<file path="src/rtl/f_pc_fd_reg_if.sv">
// Signal bundle between the fetch/decode pipeline register and its neighbours
// (CP0, hazard unit, next-PC logic and instruction memory).
interface f_pc_fd_reg_if;
  logic        Req;
  logic        stall;
  logic        eret;
  logic        D_jump;
  logic [31:0] NPC;
  logic [31:0] i_inst_rdata;
  logic [31:0] i_inst_addr;
  logic [31:0] F_PC;
  logic [31:0] D_PC;
  logic [31:0] D_Instr;
  logic [4:0]  D_ExcCode;
  logic        D_BD;
  logic        D_valid;

  modport master (
    output Req, stall, eret, D_jump, NPC, i_inst_rdata,
    input  i_inst_addr, F_PC, D_PC, D_Instr, D_ExcCode, D_BD, D_valid
  );

  modport slave (
    input  Req, stall, eret, D_jump, NPC, i_inst_rdata,
    output i_inst_addr, F_PC, D_PC, D_Instr, D_ExcCode, D_BD, D_valid
  );
endinterface

</file>
<file path="src/rtl/f_pc_fd_reg.sv">
// Fetch PC register plus F/D pipeline register: checks the fetch address,
// tags delay slots and bubbles/flushes D on exception request or eret.
module f_pc_fd_reg #(
  parameter logic [31:0] RESET_PC   = 32'h0000_3000,
  parameter logic [31:0] HANDLER_PC = 32'h0000_4180,
  parameter logic [31:0] TEXT_LO    = 32'h0000_3000,
  parameter logic [31:0] TEXT_HI    = 32'h0000_6ffc,
  parameter logic [4:0]  EXC_ADEL   = 5'd4
) (
  input logic          clk,
  input logic          reset,
  f_pc_fd_reg_if.slave bus
);

  localparam int unsigned XLEN = 32;
  localparam int unsigned EXCW = 5;

  logic [XLEN-1:0] f_pc;
  logic [XLEN-1:0] d_pc;
  logic [XLEN-1:0] d_instr;
  logic [EXCW-1:0] d_exc_code;
  logic            d_bd;
  logic            d_valid;

  logic            f_exc_c;
  logic [XLEN-1:0] f_instr_c;
  logic [EXCW-1:0] f_exc_code_c;

  // Fetch address check; a faulting fetch carries a NOP word into D
  always_comb begin
    f_exc_c      = (f_pc[1:0] != 2'b00) || (f_pc < TEXT_LO) || (f_pc > TEXT_HI);
    f_instr_c    = f_exc_c ? '0 : bus.i_inst_rdata;
    f_exc_code_c = f_exc_c ? EXC_ADEL : '0;
  end

  // PC register: Req overrides stall; NPC already holds the handler address
  always_ff @(posedge clk or posedge reset) begin
    if (reset) begin
      f_pc <= RESET_PC;
    end else if (bus.Req || !bus.stall) begin
      f_pc <= bus.NPC;
    end
  end

  // F/D register: Req bubble > stall hold > eret flush > normal advance
  always_ff @(posedge clk or posedge reset) begin
    if (reset) begin
      d_pc       <= RESET_PC;
      d_instr    <= '0;
      d_exc_code <= '0;
      d_bd       <= 1'b0;
      d_valid    <= 1'b0;
    end else if (bus.Req) begin
      d_pc       <= HANDLER_PC;
      d_instr    <= '0;
      d_exc_code <= '0;
      d_bd       <= 1'b0;
      d_valid    <= 1'b0;
    end else if (bus.stall) begin
      d_pc       <= d_pc;
    end else if (bus.eret) begin
      d_pc       <= f_pc;
      d_instr    <= '0;
      d_exc_code <= '0;
      d_bd       <= 1'b0;
      d_valid    <= 1'b0;
    end else begin
      d_pc       <= f_pc;
      d_instr    <= f_instr_c;
      d_exc_code <= f_exc_code_c;
      d_bd       <= bus.D_jump;
      d_valid    <= 1'b1;
    end
  end

  assign bus.i_inst_addr = f_pc;
  assign bus.F_PC        = f_pc;
  assign bus.D_PC        = d_pc;
  assign bus.D_Instr     = d_instr;
  assign bus.D_ExcCode   = d_exc_code;
  assign bus.D_BD        = d_bd;
  assign bus.D_valid     = d_valid;

endmodule

</file>
<file path="src/flat_wrapper.sv">
// flat-port wrapper written by rule: the top's interface ports become plain ports
module f_pc_fd_reg_flat 
#(
  parameter logic [31:0] RESET_PC   = 32'h0000_3000,
  parameter logic [31:0] HANDLER_PC = 32'h0000_4180,
  parameter logic [31:0] TEXT_LO    = 32'h0000_3000,
  parameter logic [31:0] TEXT_HI    = 32'h0000_6ffc,
  parameter logic [4:0]  EXC_ADEL   = 5'd4
)
  (clk, reset, bus_Req, bus_stall, bus_eret, bus_D_jump, bus_NPC, bus_i_inst_rdata, bus_i_inst_addr, bus_F_PC, bus_D_PC, bus_D_Instr, bus_D_ExcCode, bus_D_BD, bus_D_valid);
  f_pc_fd_reg_if bus_i ();
  input logic clk;
  input logic reset;
  input wire logic [$bits(bus_i.Req)-1:0] bus_Req;
  input wire logic [$bits(bus_i.stall)-1:0] bus_stall;
  input wire logic [$bits(bus_i.eret)-1:0] bus_eret;
  input wire logic [$bits(bus_i.D_jump)-1:0] bus_D_jump;
  input wire logic [$bits(bus_i.NPC)-1:0] bus_NPC;
  input wire logic [$bits(bus_i.i_inst_rdata)-1:0] bus_i_inst_rdata;
  output wire logic [$bits(bus_i.i_inst_addr)-1:0] bus_i_inst_addr;
  output wire logic [$bits(bus_i.F_PC)-1:0] bus_F_PC;
  output wire logic [$bits(bus_i.D_PC)-1:0] bus_D_PC;
  output wire logic [$bits(bus_i.D_Instr)-1:0] bus_D_Instr;
  output wire logic [$bits(bus_i.D_ExcCode)-1:0] bus_D_ExcCode;
  output wire logic [$bits(bus_i.D_BD)-1:0] bus_D_BD;
  output wire logic [$bits(bus_i.D_valid)-1:0] bus_D_valid;
  assign bus_i.Req = bus_Req;
  assign bus_i.stall = bus_stall;
  assign bus_i.eret = bus_eret;
  assign bus_i.D_jump = bus_D_jump;
  assign bus_i.NPC = bus_NPC;
  assign bus_i.i_inst_rdata = bus_i_inst_rdata;
  assign bus_i_inst_addr = bus_i.i_inst_addr;
  assign bus_F_PC = bus_i.F_PC;
  assign bus_D_PC = bus_i.D_PC;
  assign bus_D_Instr = bus_i.D_Instr;
  assign bus_D_ExcCode = bus_i.D_ExcCode;
  assign bus_D_BD = bus_i.D_BD;
  assign bus_D_valid = bus_i.D_valid;
  f_pc_fd_reg #(.RESET_PC(RESET_PC), .HANDLER_PC(HANDLER_PC), .TEXT_LO(TEXT_LO), .TEXT_HI(TEXT_HI), .EXC_ADEL(EXC_ADEL)) u_core (.clk(clk), .reset(reset), .bus(bus_i));
endmodule
</file>
<file path="config.mk">
export PLATFORM = sky130hd
export DESIGN_NAME = f_pc_fd_reg_flat
export DESIGN_NICKNAME = d
export VERILOG_FILES = /design/src/rtl/f_pc_fd_reg_if.sv /design/src/rtl/f_pc_fd_reg.sv /design/src/flat_wrapper.sv
export SDC_FILE = /design/constraint.sdc
export NUM_CORES = 1
export LEC_CHECK = 0
export ABC_AREA = 0
export CAP_MARGIN = 20
export CORE_UTILIZATION = 56
export CTS_CLUSTER_DIAMETER = 80
export DETAILED_ROUTE_END_ITERATION = 8
export DONT_BUFFER_PORTS = 1
export GPL_TIMING_DRIVEN = 0
export HOLD_SLACK_MARGIN = 0.06
export PLACE_DENSITY = 0.76
export SKIP_CTS_REPAIR_TIMING = 1
export SLEW_MARGIN = 10
export SYNTH_ARGS = -nofsm -noshare
export SYNTH_HDL_FRONTEND = slang
export SYNTH_SLANG_ARGS = --single-unit
export TNS_END_PERCENT = 50
</file>
<file path="constraint.sdc">
create_clock -name clk -period 3.8 [get_ports clk]
set_input_delay 1.14 -clock clk [delete_from_list [all_inputs] [get_ports clk]]
set_output_delay 1.14 -clock clk [all_outputs]
set_load 0.01 [all_outputs]
</file>
==> impl_results.md <==
- Status: finished clean
- Synth-to-Final Area Change: 10.4%
- Slowest-stage cell, CP: dfstp_2
- Net Sw Power: 533 uW
- Setup violations, final: 0
- R2R depth: 5
- Hold endpoint: u_core.bus.D_ExcCode[2]
- Critical path buffers and inverters: 1
- HPWL after DPL: 6120 um
- Slew margin rel.: 53.8%
- Fmax: 0.446 GHz
- Skew-Pair Late Insertion Delay: 0.36 ns
- Post-synth ARST share: 100%
- Reg clk slew, reported paths: 0.09 ns
- RR Endpoint: u_core.bus.D_Instr[15]
- Clk_skew: 0.0144 ns
- First-pass GRT wire length: 12500 um
- Slew Limit Fails: 0
- Vias in the first global route: 2371
- WP data required: 2.66 ns
- Initial DRC count: 77
- Number of remaining DRC errors: 0
- Min Tclk post-route: 2.24 ns
- CTS tree: done
- Busiest grt layer: met2
- # clock sinks: 99
- Gr usage total: 22.2%
- DRT Pass-1 Iters: 4
- Antenna violations before repair: 0
- Vias per cell: 5.70
- Final Util: 65.3%
- Share of cells above drive strength 1: 22.4%
- Crit path DAT: 1.10 ns
- Dpl cells: 402
- Fin. Hold Viols: 0
- Final #Nets: 387
- Core Area: 0.00691 mm^2
- H-tree depth: 3
- Worst-case clock buffer depth: 2
- Pleak: 2.20 nW
- Fillers: 547
- Worst path max stage delay: 0.60 ns
- Post-synth top area share: 58.1%
- Die ar.: 0.00765 mm^2
- Wire length per cell: 20.1 um
- GP Congestion: 0.720
- Main flop type after synthesis: dfrtp_1
- Commonest cells in the netlist: 95 x dfrtp_1, 36 x buf_4, 33 x a22o_1, 32 x mux2_1
- Worst hold-check path type: flip-flop to flip-flop
- PwrDens: 499 mW/mm^2
- Post-synth EDFFs: 0
- CP Cell Sequence: buf_4
- Largest net degree at the start of global routing: 56
- I/O Pins: 205
- Via count: 2375
- FP Rows: 30
- Met2 Track Usage GR: 36.0%
- Chip Height: 87.5 um
- Critical Path Sink Type: output pin
- Post-Synthesis Cell Area: 0.00409 mm^2
- Reg power frac: 53.2%
- Port Buffer Count: 0
- Crit path max fanout: 6
- Synth Instances: 302
- Die W: 87.5 um
- Antenna-violating nets left: 0
- Reg2reg setup slack: 1.80 ns
- Mean Syn Cell Area: 13.5 um^2
- Worst setup path start: u_core.bus.F_PC[12]
- Combinational share of power: 8.5%
- Routed WL: 8400 um
- Maximum VDD drop: 280 uV
- Max cap viols: 0
- RSZ-0062 raised after global routing: false
- Global route overflow: 0
- Synth area leaders: dfrtp_1 58%, mux2_1 8.8%, mux2i_1 7.1%
- Final worst-path cycle share: 59.0%
- Crit Path Class: flip-flop to output pin
- Top cell type by total area after synthesis: dfrtp_1
- Register area share after synthesis: 60.7%
- Met1 Usage GRT: 27.2%
- CP Launch Type: flip-flop
- Switching portion of total power: 23.7%
- Fin cells: 417
- FF+latch count, synth: 99
- WHS Path Cells: 2
- Clock share of power: 38.3%
- Starting Density: 59.2%
- Synth cell types: 25
- M3 GR Usage: 6.64%
- Syn. warnings: 0
- FF-to-FF Start: u_core.bus.F_PC[0]
- Most common cell in the netlist: dfrtp_1
- Root Buffer: clkbuf_8
- Num CTS Buffers: 9
- Worst slew pin tran: 0.693 ns
- Hold path startpoint: u_core.bus.D_ExcCode[2]
- Cell family contributing the most delay on the critical path: flip-flops
- Antenna Cells: 0
- P_int: 1.72 mW
==> through the flow <==
stage	power, mW	worst slack (ns)	instance area (um^2)	TNS (ns)	hold WS (ns)
after floorplan	1.36	0.0762	4100	0	0.507
after CTS	2.27	1.54	4510	0	0.587
after detailed placement	1.41	1.22	4250	0	0.565
final	2.25	1.56	4510	0	0.575
after global routing	2.34	1.48	4510	0	0.596
after global placement	1.40	-0.868	4220	-81.94	0.555
==> layout by cell type, fill, tap and decap left out, types with 3 or more instances in the layout <==
master,Yosys,routed
dfrtp_1,95,95
buf_4,36,36
a22o_1,33,33
mux2_1,32,32
mux2i_1,29,29
nor2_1,29,29
clkbuf_8,0,10
buf_2,9,9
clkbuf_1,5,5
nand2_1,5,5
buf_6,4,4
nor4_1,4,4
conb_1,1,4
bufinv_16,0,4
dfstp_2,4,4
nor2b_1,3,3
a211o_1,3,3
==> state kept, by name, indices dropped and copies added, names as in the netlist <==
register,flops
u_core.bus.D_valid,1
u_core.bus.D_ExcCode,1
u_core.bus.F_PC,32
u_core.bus.D_BD,1
u_core.bus.D_PC,32
u_core.bus.D_Instr,32
==> power groups by stage <==
stage	logic, mW	clock network, mW	registers, mW
after floorplan	0.165	0	1.20
after global placement	0.185	0	1.22
after detailed placement	0.195	0	1.22
after CTS	0.195	0.875	1.20
after global routing	0.210	0.918	1.21
final	0.191	0.861	1.20
==> final cells by class <==
| class | instances | area (um^2) | area share [%] |
|---|---|---|---|
| clock inverter | 5 | 125 | 2.77 |
| multi-input combinational | 151 | 1230 | 27.4 |
| inverter | 1 | 6.26 | 0.139 |
| timing repair buffer | 1 | 27.5 | 0.610 |
| sequential | 99 | 2480 | 55.0 |
| buffer | 54 | 379 | 8.40 |
| tap | 96 | 120 | 2.66 |
| clock buffer | 10 | 138 | 3.05 |
==> metal layers <==
metal | up-vias | part of all wire (%)
met3 | 14 | 7.9
met5 | - | 0
met4 | 0 | 1.9
li1 | 1047 | -
met2 | 119 | 50
met1 | 1195 | 40
==> worst max-delay path by stage <==
stage                     slack, ns                endpoint  depth (start not counted)
final                          1.56     bus_i_inst_addr[12]                          1
after global routing           1.48  u_core.bus.D_Instr[15]                          5
after CTS                      1.54     bus_i_inst_addr[13]                          1
after detailed placement       1.22  u_core.bus.D_Instr[15]                          5
after global placement        -0.87     u_core.bus.F_PC[17]                          1
after floorplan                0.08         u_core.bus.D_BD                          1
==> logic make-up after synthesis <==
logic type             synth area share [%]
AO/OA/AOI/OAI                          8.26
flip-flops                             60.7
AND/OR/NAND/NOR                        5.66
multiplexers                           15.9
other                                0.0917
buffers and inverters                  9.36
Power figures use the tool's default switching activity.
